### config.mk
export PLATFORM = sky130hd
export DESIGN_NAME = bpu_ctrl
export DESIGN_NICKNAME = d
export VERILOG_FILES = /design/src/rtl/bpu_pkg.sv /design/src/rtl/bpu_fifo.sv /design/src/rtl/bpu_ctrl.sv
export SDC_FILE = /design/constraint.sdc
export NUM_CORES = 1
export LEC_CHECK = 0
export ABC_AREA = 1
export BUFFER_PORTS_ARGS = -buffer_cell sky130_fd_sc_hd__clkbuf_2
export CAP_MARGIN = 25
export CORE_MARGIN = 2
export CORE_UTILIZATION = 40
export DETAILED_ROUTE_END_ITERATION = 8
export GPL_ROUTABILITY_DRIVEN = 0
export PLACE_DENSITY = 0.54
export SLEW_MARGIN = 40
export SYNTH_ARGS = -nofsm -noshare
export SYNTH_HDL_FRONTEND = slang
export SYNTH_HIERARCHICAL = 1
export SYNTH_SLANG_ARGS = --single-unit
export TNS_END_PERCENT = 10
### constraint.sdc
create_clock -name clk_i -period 12.9 [get_ports clk_i]
set_input_delay 2.58 -clock clk_i [delete_from_list [all_inputs] [get_ports clk_i]]
set_output_delay 2.58 -clock clk_i [all_outputs]
set_load 0.05 [all_outputs]
### src/rtl/bpu_pkg.sv
// Shared widths, state encoding and entry layouts for the branch predictor controller.
package bpu_pkg;

  localparam int REG_W       = 32;
  localparam int NUM_ENTRIES = 64;
  localparam int IDX_W       = $clog2(NUM_ENTRIES);
  localparam int IF_DEPTH    = 4;
  localparam int UPD_DEPTH   = 4;

  typedef enum logic [1:0] {
    BPU_INIT  = 2'd0,
    BPU_RUN   = 2'd1,
    BPU_FLUSH = 2'd2
  } bpu_state_e;

  typedef struct packed {
    logic [REG_W-1:0] pc;
    logic             pd_taken;
    logic [REG_W-1:0] pd_target;
  } if_entry_t;

  typedef struct packed {
    logic [IDX_W-1:0] index;
    logic             clear;
    logic             taken;
    logic [REG_W-1:0] target;
  } upd_entry_t;

  localparam int IF_ENTRY_W  = $bits(if_entry_t);
  localparam int UPD_ENTRY_W = $bits(upd_entry_t);

endpackage

### src/rtl/bpu_fifo.sv
// Small synchronous FIFO with synchronous clear; pointers carry one extra wrap bit.
module bpu_fifo #(
  parameter int WIDTH = 8,
  parameter int DEPTH = 4
) (
  input  logic             clk,
  input  logic             clr,
  input  logic             push,
  input  logic [WIDTH-1:0] din,
  input  logic             pop,
  output logic [WIDTH-1:0] dout,
  output logic             full,
  output logic             empty
);

  localparam int AW = $clog2(DEPTH);

  logic [WIDTH-1:0] mem [DEPTH];
  logic [AW:0]      wr_ptr;
  logic [AW:0]      rd_ptr;
  logic             do_push;
  logic             do_pop;

  assign empty = (wr_ptr == rd_ptr);
  assign full  = (wr_ptr[AW] != rd_ptr[AW]) && (wr_ptr[AW-1:0] == rd_ptr[AW-1:0]);

  // A full FIFO still takes a push when the head leaves in the same cycle.
  assign do_pop  = pop & ~empty;
  assign do_push = push & (~full | do_pop);
  assign dout    = mem[rd_ptr[AW-1:0]];

  always_ff @(posedge clk) begin
    if (clr) begin
      wr_ptr <= '0;
      rd_ptr <= '0;
    end else begin
      if (do_push) wr_ptr <= wr_ptr + (AW+1)'(1);
      if (do_pop)  rd_ptr <= rd_ptr + (AW+1)'(1);
    end
  end

  always_ff @(posedge clk) begin
    if (do_push && !clr) mem[wr_ptr[AW-1:0]] <= din;
  end

endmodule

### src/rtl/bpu_ctrl.sv
// Branch predictor sequencer: post-reset table sweep, in-flight prediction
// tracking, mispredict redirect and queued outcome writes.
module bpu_ctrl
  import bpu_pkg::*;
(
  input  logic             clk_i,
  input  logic             rst_i,
  input  logic             if_valid_i,
  input  logic [REG_W-1:0] if_pc_i,
  input  logic             if_pdTaken_i,
  input  logic [REG_W-1:0] if_pdTargetPc_i,
  output logic             if_stall_o,
  input  logic             id_valid_i,
  input  logic             id_isBranch_i,
  input  logic             id_taken_i,
  input  logic [REG_W-1:0] id_targetPc_i,
  output logic             redirect_valid_o,
  output logic [REG_W-1:0] redirect_pc_o,
  output logic             pd_wrEn_o,
  output logic [IDX_W-1:0] pd_wrIndex_o,
  output logic             pd_wrClear_o,
  output logic             pd_wrTaken_o,
  output logic [REG_W-1:0] pd_wrTargetPc_o,
  input  logic             pd_wrReady_i,
  output logic [15:0]      dropCnt_o
);

  bpu_state_e       state;
  bpu_state_e       state_nxt;
  logic [IDX_W-1:0] sweep_idx;

  if_entry_t        if_din;
  if_entry_t        if_head;
  logic             if_push;
  logic             if_pop;
  logic             if_clr;
  logic             if_full;
  logic             if_empty;

  upd_entry_t       upd_din;
  upd_entry_t       upd_head;
  logic             upd_push;
  logic             upd_pop;
  logic             upd_full;
  logic             upd_empty;
  logic             drop_now;

  logic             mispredict;
  logic             flush_now;
  logic [REG_W-1:0] correct_pc;

  assign if_stall_o = (state == BPU_INIT) | if_full;
  assign if_push    = (state == BPU_RUN) & if_valid_i & ~if_stall_o;
  assign if_pop     = (state == BPU_RUN) & id_valid_i & ~if_empty;
  assign if_din     = '{pc: if_pc_i, pd_taken: if_pdTaken_i, pd_target: if_pdTargetPc_i};

  always_comb begin
    mispredict = 1'b0;
    correct_pc = if_head.pc + REG_W'(4);
    if (id_isBranch_i)
      mispredict = (id_taken_i != if_head.pd_taken) |
                   (id_taken_i & (id_targetPc_i != if_head.pd_target));
    else
      mispredict = if_head.pd_taken;
    if (id_taken_i) correct_pc = id_targetPc_i;
  end

  assign flush_now = if_pop & mispredict;
  assign if_clr    = rst_i | flush_now;

  // Non-branches that were predicted taken evict the aliasing entry.
  assign upd_push = if_pop & (id_isBranch_i | if_head.pd_taken);
  always_comb begin
    upd_din        = '0;
    upd_din.index  = if_head.pc[IDX_W+1:2];
    upd_din.clear  = ~id_isBranch_i;
    upd_din.taken  = id_isBranch_i & id_taken_i;
    upd_din.target = id_isBranch_i ? id_targetPc_i : '0;
  end

  assign upd_pop  = ~rst_i & (state != BPU_INIT) & ~upd_empty & pd_wrReady_i;
  assign drop_now = upd_push & upd_full & ~upd_pop;

  bpu_fifo #(.WIDTH(IF_ENTRY_W), .DEPTH(IF_DEPTH)) u_if_fifo (
    .clk   (clk_i),
    .clr   (if_clr),
    .push  (if_push),
    .din   (if_din),
    .pop   (if_pop),
    .dout  (if_head),
    .full  (if_full),
    .empty (if_empty)
  );

  bpu_fifo #(.WIDTH(UPD_ENTRY_W), .DEPTH(UPD_DEPTH)) u_upd_fifo (
    .clk   (clk_i),
    .clr   (rst_i),
    .push  (upd_push),
    .din   (upd_din),
    .pop   (upd_pop),
    .dout  (upd_head),
    .full  (upd_full),
    .empty (upd_empty)
  );

  always_comb begin
    pd_wrEn_o       = 1'b0;
    pd_wrIndex_o    = sweep_idx;
    pd_wrClear_o    = 1'b1;
    pd_wrTaken_o    = 1'b0;
    pd_wrTargetPc_o = '0;
    if (!rst_i) begin
      if (state == BPU_INIT) begin
        pd_wrEn_o = 1'b1;
      end else begin
        pd_wrEn_o       = ~upd_empty;
        pd_wrIndex_o    = upd_head.index;
        pd_wrClear_o    = upd_head.clear;
        pd_wrTaken_o    = upd_head.taken;
        pd_wrTargetPc_o = upd_head.target;
      end
    end
  end

  always_comb begin
    state_nxt = state;
    unique case (state)
      BPU_INIT:  if (pd_wrReady_i && sweep_idx == IDX_W'(NUM_ENTRIES-1)) state_nxt = BPU_RUN;
      BPU_RUN:   if (flush_now) state_nxt = BPU_FLUSH;
      BPU_FLUSH: state_nxt = BPU_RUN;
      default:   state_nxt = BPU_INIT;
    endcase
  end

  always_ff @(posedge clk_i) begin
    if (rst_i) begin
      state            <= BPU_INIT;
      sweep_idx        <= '0;
      redirect_valid_o <= 1'b0;
      redirect_pc_o    <= '0;
      dropCnt_o        <= '0;
    end else begin
      state            <= state_nxt;
      redirect_valid_o <= flush_now;
      if (flush_now) redirect_pc_o <= correct_pc;
      if (state == BPU_INIT && pd_wrReady_i) sweep_idx <= sweep_idx + IDX_W'(1);
      if (drop_now && dropCnt_o != 16'hFFFF) dropCnt_o <= dropCnt_o + 16'd1;
    end
  end

  // ID must never resolve when nothing is in flight.
  assert property (@(posedge clk_i) disable iff (rst_i)
                   !(state == BPU_RUN && id_valid_i && if_empty));

endmodule

# After elaboration in Yosys (flattened, before gate mapping)
# Memory sizes are Yosys's and may differ from the RTL's. A register that Yosys moved wholly into a read port is not among the register bits.
# Index checks and enable logic that the tools add are counted.
# totals
mem_bits_rw,420
n_memories,2
elab_cells,99
regBits,69
# mem_list
name,depth,width,read_ports,rd_clocked_by_memory_dff,write_ports,line,source
u_if_fifo.mem,4,65,1,1,1,bpu_fifo.sv:18,logic [WIDTH-1:0] mem [DEPTH];
u_upd_fifo.mem,4,40,1,1,1,bpu_fifo.sv:18,
# classes
n_reduce_logical,12
add_sub_neg,7
n_mux,24
eq_ne,14
bitwise_logic,31
# op_table
cell,count
32-bit two-way mux,4
"32-bit by 3-bit adder with 32-bit output, second input constant",1
32-bit != test,1
1-bit AND,17
"16-bit by 1-bit adder with 16-bit output, second input constant",1
"16-bit != test, second input constant",1
"3-bit by 1-bit adder with 3-bit output, second input constant",4
2-bit two-way mux,6
6-bit two-way mux,2
1-bit two-way mux,11
1-bit inverter,8
1-bit logical AND,7
"6-bit by 1-bit adder with 6-bit output, second input constant",1
3-bit == test,2
"6-bit == test, second input constant",1
1-bit OR,6
2-bit case mux with 3 select lines,1
2-bit == test,2
1-bit != test,3
"2-bit by 1-bit == test with 1-bit output, second input constant",1
"2-bit == test, second input constant",1
1-bit zero test,2
2-bit zero test,1
"2-bit by 1-bit != test with 1-bit output, second input constant",1
3 further kinds,3

# Depth between registers and ports, before layout
# Gate-level depths: netlist of the first run.
# logic_depth
word_depth,10
mapped_depth,22
ltp_nobuf,17

# By module
# Netlist of the first run, hierarchy kept.
# modules_own_cells
mod,area_per_inst_um2,cells_each,n_inst
bpu_fifo at u_if_fifo,10249.8,692,1
bpu_fifo at u_upd_fifo,6379.9,450,1
bpu_ctrl,4904.7,898,1

# Worst setup path after synthesis of the first run
# No wires, ideal clock.
# synth_path
path_type,input to register
startpoint,input port id_isBranch_i
endpoint,memory u_if_fifo/mem[0][0] (netlist bit) (enable)
slack_ns,5.971
t_arrival_ns,6.453
t_required_ns,12.423
cell_stages,13
path_cell_list,buf_4 nand2_1 inv_2 o21ai_1 nor2_1 nand3_1 nor2_2 nand3_4 nand2_8 buf_6 nand2_1 buf_1 nor3b_2
# synth_via
elab_chain_cells,7
# synth_rtl
element,line,source
from (decl),bpu_ctrl.sv:14,"input logic id_isBranch_i,"
1-bit two-way mux,bpu_ctrl.sv:60,if (id_isBranch_i)
1-bit AND,bpu_ctrl.sv:68,assign flush_now = if_pop & mispredict;
1-bit OR,bpu_ctrl.sv:69,assign if_clr = rst_i | flush_now;
named net if_clr,bpu_ctrl.sv:36,logic if_clr;
1-bit zero test,bpu_fifo.sv:43,if (do_push && !clr) mem[wr_ptr[AW-1:0]] <= din;
1-bit logical AND,bpu_fifo.sv:43,
1-bit two-way mux,bpu_fifo.sv:43,
1-bit two-way mux (implied by the code),bpu_fifo.sv:43,
to (decl),bpu_fifo.sv:18,
# The timed path passes the listed nets, and every way through them passes these cells.

# Worst setup path in the final report of the first run
# layout_path
startpoint,input port rst_i
endpoint,output port pd_wrIndex_o[4]
# layout_via
elab_chain_cells,1
# layout_rtl
element,line,source
from (decl),bpu_ctrl.sv:7,"input logic rst_i,"
6-bit two-way mux,bpu_ctrl.sv:112,if (!rst_i) begin
to (decl),bpu_ctrl.sv:20,"output logic [IDX_W-1:0] pd_wrIndex_o,"
# No other way between the ends.

==> metrics.md, run 1 <==
| Metric | Value |
|---|---|
| Postcts setup bufs | 0 |
| Max cap viols | 0 |
| Max Root-Sink Buffers | 3 |
| RSZ-0062 raised after global routing | false |
| Worst Max-Slew Pin Slew | 803 ps |
| Status | completed |
| Async SR Flop Fraction | 0% |
| Flop-to-flop setup slack | 6940 ps |
| Core region area | 0.0535 mm^2 |
| Ys flop type | edfxtp_1 |
| Crit Path Class | input pin to primary output |
| Post-synthesis xor/xnor area fraction | 1.37% |
| Post-layout min period | 7440 ps |
| Inserted Clock Buffers | 53 |
| Wire per inst | 20.2 um |
| GRT overflow | 0 |
| Met2 routed WL | 27,000 um |
| Die height | 236 um |
| Leading cell types in the layout, fill and taps excluded | 420 x edfxtp_1, 352 x nand2_1, 310 x nor2_1 |
| Mapped Cells | 2,040 |
| R2r worst-path depth | 18 |
| Setup WS post-layout | 5460 ps |
| Post-synthesis area per instance | 10.6 um^2 |
| Initial antenna violation count | 10 |
| Largest net degree at the start of global routing | 81 |
| Number of global-route vias before repair | 14,400 |
| Clock slew at reported path FFs | 60 ps |
| Place WS | 5400 ps |
| Relative slew margins | 46.4% |
| Fin crit share | 57.7% |
| R2r endpoint | u_if_fifo/mem[1][15] |
| Tot GR Track Use | 21.2% |
| Die Width | 236 um |
| Worst-Skew Late Latency | 610 ps |
| Simple-Gate Fraction of Synth Area | 16.3% |
| Leak Pwr | 0.00962 uW |
| DPL Wire Length | 39,400 um |
| Layout cells sized above 1 | 18.4% |
| Adder-cell share of the synthesized area | 0.755% |
| Sink Count | 493 |
| Post-DR vias/cell | 5.18 |
| Initial Util | 40.3% |
| Critical Path Start Type | input pin |
| Mapped cell area | 0.0215 mm^2 |
| Synth cell types | 45 |
| Worst hold endpoint | redirect_pc_o[24] |
| Post-synthesis mux area share | 0% |
| DRC Markers | 0 |
| Root Buffer | clkbuf_16 |
| Combinational family with the most area after synthesis | simple AND/OR/NAND/NOR gates |
| First-pass GRT wire length | 88,900 um |
| Final wirelength | 59,700 um |
| Final TNS setup | 0 ps |
| IO buf count | 194 |
| Initial DRC Count | 1,156 |
| Worst EP arrival | 4860 ps |
| WL met1 | 26,200 um |
| Final hold violation count | 0 |
| Hold_sp | redirect_pc_o[24] |
| Die ar. | 0.0557 mm^2 |
| Syn Nets | 2,157 |
| Setup Skew | 34.2 ps |
| Final ANT Viol Nets | 0 |
| Boundary Pins | 195 |
| Top Layer Used | met5 |
| CTS tree | done |
| Final #Nets | 2,330 |
| CP Max Fanout | 37 |
| Critical Path RT | 10,320 ps |
| Synth Area in Compound Gates | 10.5% |
| Worst IR drop on VDD | 0.0000896 V |
| Slew Limit Fails | 0 |
| Final setup vio count | 0 |
| Vias | 15,300 |
| Crit path capture type | primary output |
| Pwr per Cell Area | 137 mW/mm^2 |
| Met3 Wirelength | 3980 um |
| Number of enable flip-flop cells after synthesis | 420 |
| Number of core rows | 85 |
| Pre-Repair DR Iteration Count | 6 |
| Worst hold path depth | 2 |
| Commonest non-fill, non-tap cell in the layout | edfxtp_1 |
| Depth of the CTS H-tree | 2 |
| CTS resizes | 0 |
| Max Fclk | 134 MHz |
| Hold buffer count at CTS | 0 |
| Ys Warns | 6 |
| Synth-to-layout area growth | 16.0% |
| FF+latch count, synth | 493 |
| Post-synthesis sequential area ratio | 65.4% |
| HP Class | register to register |
## registers in the layout (all words and copies together) (netlist names), named ones only
signal             count
dropCnt_o             16
redirect_pc_o         32
redirect_valid_o       1
state                  2
sweep_idx              6
u_if_fifo/mem        260
u_if_fifo/rd_ptr       3
u_if_fifo/wr_ptr       3
u_upd_fifo/mem       160
u_upd_fifo/rd_ptr      3
u_upd_fifo/wr_ptr      3
## critical path: stages
cell and delay, ps:
clkbuf_2 80, buf_4 480, inv_2 440, nand2_4 470
inv_1 240, o21ai_0 220, clkbuf_2 310
## cells in the mapped netlist (2+ instances only)
master / n / share of area [%]
buf_6: 15 / 0.78
buf_8: 2 / 0.14
nor3b_2: 8 / 0.46
o22ai_1: 97 / 2.8
xor2_1: 18 / 0.73
o21ai_0: 144 / 3.3
inv_1: 166 / 2.9
nand3_2: 2 / 0.093
nor3_2: 2 / 0.093
o22ai_2: 10 / 0.58
nand4_1: 8 / 0.23
dfxtp_1: 73 / 6.8
nor3_1: 11 / 0.26
nor4_1: 3 / 0.087
a21oi_2: 14 / 0.57
nand2_4: 3 / 0.16
nor2_1: 310 / 5.4
nand2_2: 14 / 0.41
or2_2: 6 / 0.17
nor2_2: 24 / 0.70
nand4_2: 2 / 0.12
xnor2_2: 2 / 0.15
inv_2: 14 / 0.24
buf_4: 3 / 0.10
buf_2: 10 / 0.23
nand3_1: 74 / 1.7
a21oi_1: 28 / 0.65
buf_1: 7 / 0.12
clkbuf_1: 61 / 1.1
nand2_1: 352 / 6.1
xnor2_1: 12 / 0.49
o21ai_1: 101 / 2.3
edfxtp_1: 420 / 59
ha_1: 13 / 0.76
## worst max path at each step
stage                   from             endpoint  slack (ps)
3_3_place_gp           rst_i      pd_wrIndex_o[2]        5480
2_1_floorplan  id_isBranch_i  u_if_fifo/mem[0][0]        5970
3_5_place_dp           rst_i      pd_wrIndex_o[4]        5400
4_1_cts                rst_i      pd_wrIndex_o[4]        5400
5_1_grt                rst_i      pd_wrIndex_o[4]        5210
6_report               rst_i      pd_wrIndex_o[4]        5460
## power by group
part           internal (uW)  switching, uW  leakage (uW)  total, uW
Combinational           21.2           57.9       0.00433       79.1
Clock                    975            631      0.000909       1610
Sequential              1720          0.621       0.00438       1730
## through the flow
step	hold WS, ps	util, %	total power (uW)	instance area (um^2)	cells
2_1_floorplan	443	-	1790	21500	2040
5_1_grt	479	46.7	3510	25000	2958
3_3_place_gp	456	43.0	1840	23000	2849
6_report	465	46.7	3410	25000	2960
4_1_cts	464	46.6	3440	24900	2953
3_5_place_dp	456	43.1	1840	23100	2853
## logic make-up (layout without fill, tap and decap cells)
kind of cell	Yosys count	count (layout)
adders and majority gates	13	13
other	0	6
xor gates and xnor gates	32	32
buffers and inverters	280	498
DFF	493	493
and+or+nand+nor	823	823
AOI/OAI and AO/OA	399	399
## area by class of cell
class,count,area [um^2]
flip-flops and latches,493,14100
well taps,696,871
inverters,181,686
clock buffers,64,1440
multi-input cells,1267,6290
repair buffers,217,1170
diodes,6,15.0
fillers,4973,28500
clock inverters,36,418
## metal layers
layer,vias to the layer above,track usage [%]
li1,7361,-
met1,7351,29.0
met2,487,33.1
met3,123,3.92
met4,10,8.99
met5,-,0
Note: power is estimated with default switching activity, not from simulation.
==> run 2: changes to the inputs <==
--- a/config.mk
+++ b/config.mk
@@ -12,7 +12,7 @@
 export CORE_UTILIZATION = 40
 export DETAILED_ROUTE_END_ITERATION = 8
 export GPL_ROUTABILITY_DRIVEN = 0
-export PLACE_DENSITY = 0.54
+export PLACE_DENSITY = 0.57
 export SLEW_MARGIN = 40
 export SYNTH_ARGS = -nofsm -noshare
 export SYNTH_HDL_FRONTEND = slang
==> constraint.sdc (replaced) <==
create_clock -name clk_i -period 6.8 [get_ports clk_i]
set_input_delay 1.36 -clock clk_i [delete_from_list [all_inputs] [get_ports clk_i]]
set_output_delay 1.36 -clock clk_i [all_outputs]
set_load 0.05 [all_outputs]
==> run 2 against run 1 <==
  * Clock skew shrank 20 ps
  * Power increased by 77%
  * Sequential cell count did not move
  * Global-route usage is 0.62 points lower
  * Critical path type unchanged
==> metrics.md, run 2 (same netlist as run 1, synthesis figures left out) <==
| Metric | Value |
|---|---|
| Status | completed |
| Critical path's largest stage delay | 480 ps |
| Layout cells sized above 1 | 17.5% |
| Final TNS setup | 0 ps |
| CTS resizes | 0 |
| Number of global-route vias before repair | 14,200 |
| Setup Skew | 14.6 ps |
| First-pass GRT wire length | 86,600 um |
| Leading cell types in the layout, fill and taps excluded | 420 x edfxtp_1, 352 x nand2_1, 310 x nor2_1 |
| Pre-Repair DR Iteration Count | 6 |
| Most used cell, CP | clkbuf_2 |
| Inserted Clock Buffers | 52 |
| Depth of the CTS H-tree | 2 |
| Final Power | 6050 uW |
| Relative slew margins | 45.7% |
| Critical Path RT | 5440 ps |
| Pwr per Cell Area | 245 mW/mm^2 |
| Post-Layout Cell Count | 2,947 |
| Critical path, cell by cell | clkbuf_2 -> buf_4 -> inv_2 -> nand2_4 -> inv_1 -> o21ai_0 -> clkbuf_2 |
| Final hold slack | 470 ps |
| Die ar. | 0.0557 mm^2 |
| Max Fclk | 199 MHz |
| Die Width | 236 um |
| IO buf count | 194 |
| Initial antenna violation count | 5 |
| Final setup vio count | 0 |
| Hold buffer count at CTS | 0 |
| Vias | 15,400 |
| Sink Count | 493 |
| DRC Markers | 0 |
| RSZ-0062 raised after global routing | false |
| Worst-Skew Late Latency | 590 ps |
| Synth-to-layout area growth | 14.5% |
| Crit-path slowest cell | nand2_4 |
| Worst Max-Slew Pin Slew | 815 ps |
| Post-DR vias/cell | 5.22 |
| Fin crit share | 73.9% |
| Crit path capture type | primary output |
| Final #Nets | 2,324 |
| Wire per inst | 19.8 um |
| CP Max Fanout | 37 |
| Number of core rows | 85 |
| Post-Place Cells | 2,848 |
| Final ANT Viol Nets | 0 |
| DPL Wire Length | 38,300 um |
| Worst IR drop on VDD | 0.000189 V |
| Worst EP arrival | 3660 ps |
| Max Root-Sink Buffers | 3 |
| Tot GR Track Use | 20.6% |
| Postcts setup bufs | 0 |
| Crit Path Class | input pin to primary output |
| Core region area | 0.0535 mm^2 |
| GRT overflow | 0 |
| Largest net degree at the start of global routing | 94 |
| Critical Path Start Type | input pin |
| Max reg flops | 260 |
| Slew Limit Fails | 0 |
| Commonest non-fill, non-tap cell in the layout | edfxtp_1 |
| Root Buffer | clkbuf_16 |
| CTS tree | done |
| Clock slew at reported path FFs | 60 ps |
| Post-layout min period | 5020 ps |
| HP Class | register to register |
| Initial Util | 40.3% |
| Final wirelength | 58,400 um |
| Initial DRC Count | 1,256 |
| Leak Pwr | 0.00944 uW |
| Boundary Pins | 195 |
| Die height | 236 um |
| Max cap viols | 0 |
| Final hold violation count | 0 |
[run 2: stage by stage]
step / setup WS [ps] / utilization, % / instance area, um^2
after detailed placement: 1750 / 43.1 / 23100
final: 1780 / 46.1 / 24600
after floorplan: 1090 / - / 21500
after global placement: 1850 / 43.1 / 23100
after global routing: 1540 / 46.1 / 24600
after CTS: 1750 / 46.0 / 24600
[run 2: cell type report]
type | instances | area (um^2)
antenna | 5 | 12.5
clock buffer | 69 | 1410
multi-input combinational | 1267 | 6290
fill | 4996 | 28800
timing repair buffer | 212 | 1150
tap | 696 | 871
sequential | 493 | 14100
inverter | 181 | 688
clock inverter | 24 | 149
[run 2: per-layer routing]
| layer | vias up | part of all wire (%) | GRT usage (%) |
|---|---|---|---|
| li1 | 7342 | - | - |
| met1 | 7456 | 44 | 28.5 |
| met2 | 481 | 46 | 32.5 |
| met3 | 96 | 6.1 | 3.24 |
| met4 | 0 | 3.2 | 7.99 |
| met5 | - | 0 | 0 |
[run 2: worst paths after layout]
check	cells after the start	slack [ps]	endpoint	start
worst max register to register	16	1890	u_if_fifo/mem[3][36]	register
worst min-delay path	2	470	redirect_pc_o[29]	redirect_pc_o[29]
worst max-delay path	7	1780	pd_wrIndex_o[5]	rst_i
worst min register to register	2	470	redirect_pc_o[29]	redirect_pc_o[29]
[run 2: report_power, final]
part           switching (uW)  internal [uW]  total, uW
logic                     112           40.0        152
registers                1.11           3270       3270
clock network            1140           1480       2620
[run 2: worst max-delay path: cells and delay by family]
kind	cells	cell delay, ps
buffers and inverters	5	1570
and+or+nand+nor	1	480
AOI/OAI and AO/OA	1	240
==> run 3: changes to the inputs <==
==> constraint.sdc (replaced) <==
create_clock -name clk_i -period 4.33 [get_ports clk_i]
set_input_delay 0.866 -clock clk_i [delete_from_list [all_inputs] [get_ports clk_i]]
set_output_delay 0.866 -clock clk_i [all_outputs]
set_load 0.05 [all_outputs]
==> run 3 against run 2 <==
  * Cell count increased by 0.54%
  * Sequential cell count unchanged
  * Via count about the same
  * Sequential power increased by 57%
  * Largest cell class unchanged
  * Largest power group unchanged
==> metrics.md, run 3 (same netlist as run 1, synthesis figures left out) <==
| Metric | Value |
|---|---|
| Critical path's largest stage delay | 380 ps |
| Final setup vio count | 0 |
| Worst Max-Slew Pin Slew | 806 ps |
| Worst IR drop on VDD | 0.000281 V |
| Wire per inst | 19.8 um |
| Critical path, cell by cell | inv_4 -> buf_4 -> o21ai_1 -> o22ai_1 -> inv_1 -> nor2_1 -> nand2_1 -> nor2_1 -> nand2_1 -> nor2_1 -> nand3_4 -> nand2_8 -> nand2_1 -> nor3b_4 -> buf_12 |
| Final ANT Viol Nets | 0 |
| Crit-path slowest cell | inv_4 |
| Boundary Pins | 195 |
| Crit Path Class | register to register |
| Synth-to-layout area growth | 15.8% |
| CTS resizes | 0 |
| Depth of the CTS H-tree | 2 |
| Initial DRC Count | 1,439 |
| Max Root-Sink Buffers | 3 |
| Final TNS setup | 0 ps |
| HP Class | register to register |
| Crit path capture type | register |
| Pwr per Cell Area | 383 mW/mm^2 |
| Final wirelength | 58,600 um |
| Hold buffer count at CTS | 0 |
| Worst-Skew Late Latency | 610 ps |
| Max Fclk | 261 MHz |
| Max reg flops | 260 |
| Relative slew margins | 46.3% |
| Largest net degree at the start of global routing | 131 |
| Slew Limit Fails | 0 |
| Die Width | 236 um |
| Initial antenna violation count | 6 |
| R2r worst-path depth | 15 |
| First-pass GRT wire length | 88,600 um |
| Post-Layout Inst Area | 0.0249 mm^2 |
| Die height | 236 um |
| Clock slew at reported path FFs | 60 ps |
| Setup WS post-layout | 501 ps |
| Leading cell types in the layout, fill and taps excluded | 420 x edfxtp_1, 352 x nand2_1, 310 x nor2_1 |
| Vias | 15,400 |
| Register area | 0.0141 mm^2 |
| Postcts setup bufs | 0 |
| CP Max Fanout | 65 |
| Area of the multi-input gates | 0.00629 mm^2 |
| Final Power | 9550 uW |
| Layout cells sized above 1 | 18.3% |
| GRT overflow | 0 |
| R2r endpoint | u_if_fifo/mem[3][41] |
| Worst hold path depth | 2 |
| Leak Pwr | 0.00955 uW |
| Die ar. | 0.0557 mm^2 |
| Fin crit share | 88.4% |
| Post-DR vias/cell | 5.19 |
| Post-DP Area | 0.0233 mm^2 |
| Setup Skew | 25.9 ps |
| Sink Count | 493 |
| Final #Nets | 2,338 |
| Commonest non-fill, non-tap cell in the layout | edfxtp_1 |
| Inserted Clock Buffers | 52 |
| Initial Util | 40.3% |
| Critical Path RT | 4570 ps |
| Place WS | 522 ps |
| Final hold slack | 465 ps |
| DPL Wire Length | 39,200 um |
| DRC Markers | 0 |
| Post-layout min period | 3830 ps |
| RSZ-0062 raised after global routing | false |
| Tot GR Track Use | 21.0% |
| Fill cells | 4,962 |
| Critical Path Start Type | register |
| Final hold violation count | 0 |
| CTS tree | done |
| Core region area | 0.0535 mm^2 |
| Worst EP arrival | 4060 ps |
| Number of global-route vias before repair | 14,500 |
| Flop-to-flop setup slack | 500 ps |
| Hold_sp | redirect_pc_o[26] |
| Root Buffer | clkbuf_16 |
| IO buf count | 194 |
| Max cap viols | 0 |
| Pre-Repair DR Iteration Count | 5 |
| Status | completed |
| Worst hold endpoint | redirect_pc_o[26] |
| Number of core rows | 85 |
==> run 3: changes by cell type in the layout (fill, tap and decap cells not counted), moves of 3 or more <==
| cell | change |
|---|---|
| clkinv_2 | +3 |
| clkbuf_2 | -6 |
| clkinvlp_4 | +3 |
| clkbuf_1 | -5 |
| buf_4 | +10 |
| buf_12 | +10 |
==> run 3: per-layer routing <==
layer  vias to the layer above  wire length, um  track usage [%]
met5                         -                0                0
met3                        80             4080             2.93
met2                       539            27500             33.5
li1                       7374                -                -
met4                         0             1710             7.51
met1                      7379            25300             29.3
==> run 3: area by class of cell <==
| cell class | instances | share of cell area, % |
|---|---|---|
| tap | 696 | 3.49 |
| sequential | 493 | 56.5 |
| inverter | 181 | 2.74 |
| antenna | 4 | 0.0401 |
| clock inverter | 33 | 0.933 |
| multi-input combinational | 1267 | 25.2 |
| timing repair buffer | 226 | 5.64 |
| clock buffer | 63 | 5.46 |
==> run 3: worst max-delay path, delay by kind of cell (launching register included) <==
kind / cells / cell delay, ps
and+or+nand+nor: 9 / 1510
buffers and inverters: 4 / 1170
DFF: 1 / 360
AOI/OAI and AO/OA: 2 / 340
==> run 3: worst max-delay path by stage <==
stage | start | endpoint
final | register | u_if_fifo/mem[3][41]
after floorplan | register | u_if_fifo/mem[3][0]
after CTS | register | u_if_fifo/mem[0][6]
after global placement | register | u_if_fifo/mem[3][50]
after detailed placement | register | u_if_fifo/mem[1][41]
after global routing | register | u_if_fifo/mem[1][34]
==> run 3: power breakdown <==
part           internal (uW)  switching [uW]  leakage [uW]
sequential              5140            1.74       0.00438
combinational           70.3             183       0.00440
clock                   2320            1840      0.000773
total                   7530            2020       0.00955
==> run 3: metrics by stage <==
stage	utilization (%)	instances
after floorplan	-	2040
after global placement	43.6	2863
after detailed placement	43.6	2863
after CTS	46.6	2959
after global routing	46.6	2963
final	46.6	2963
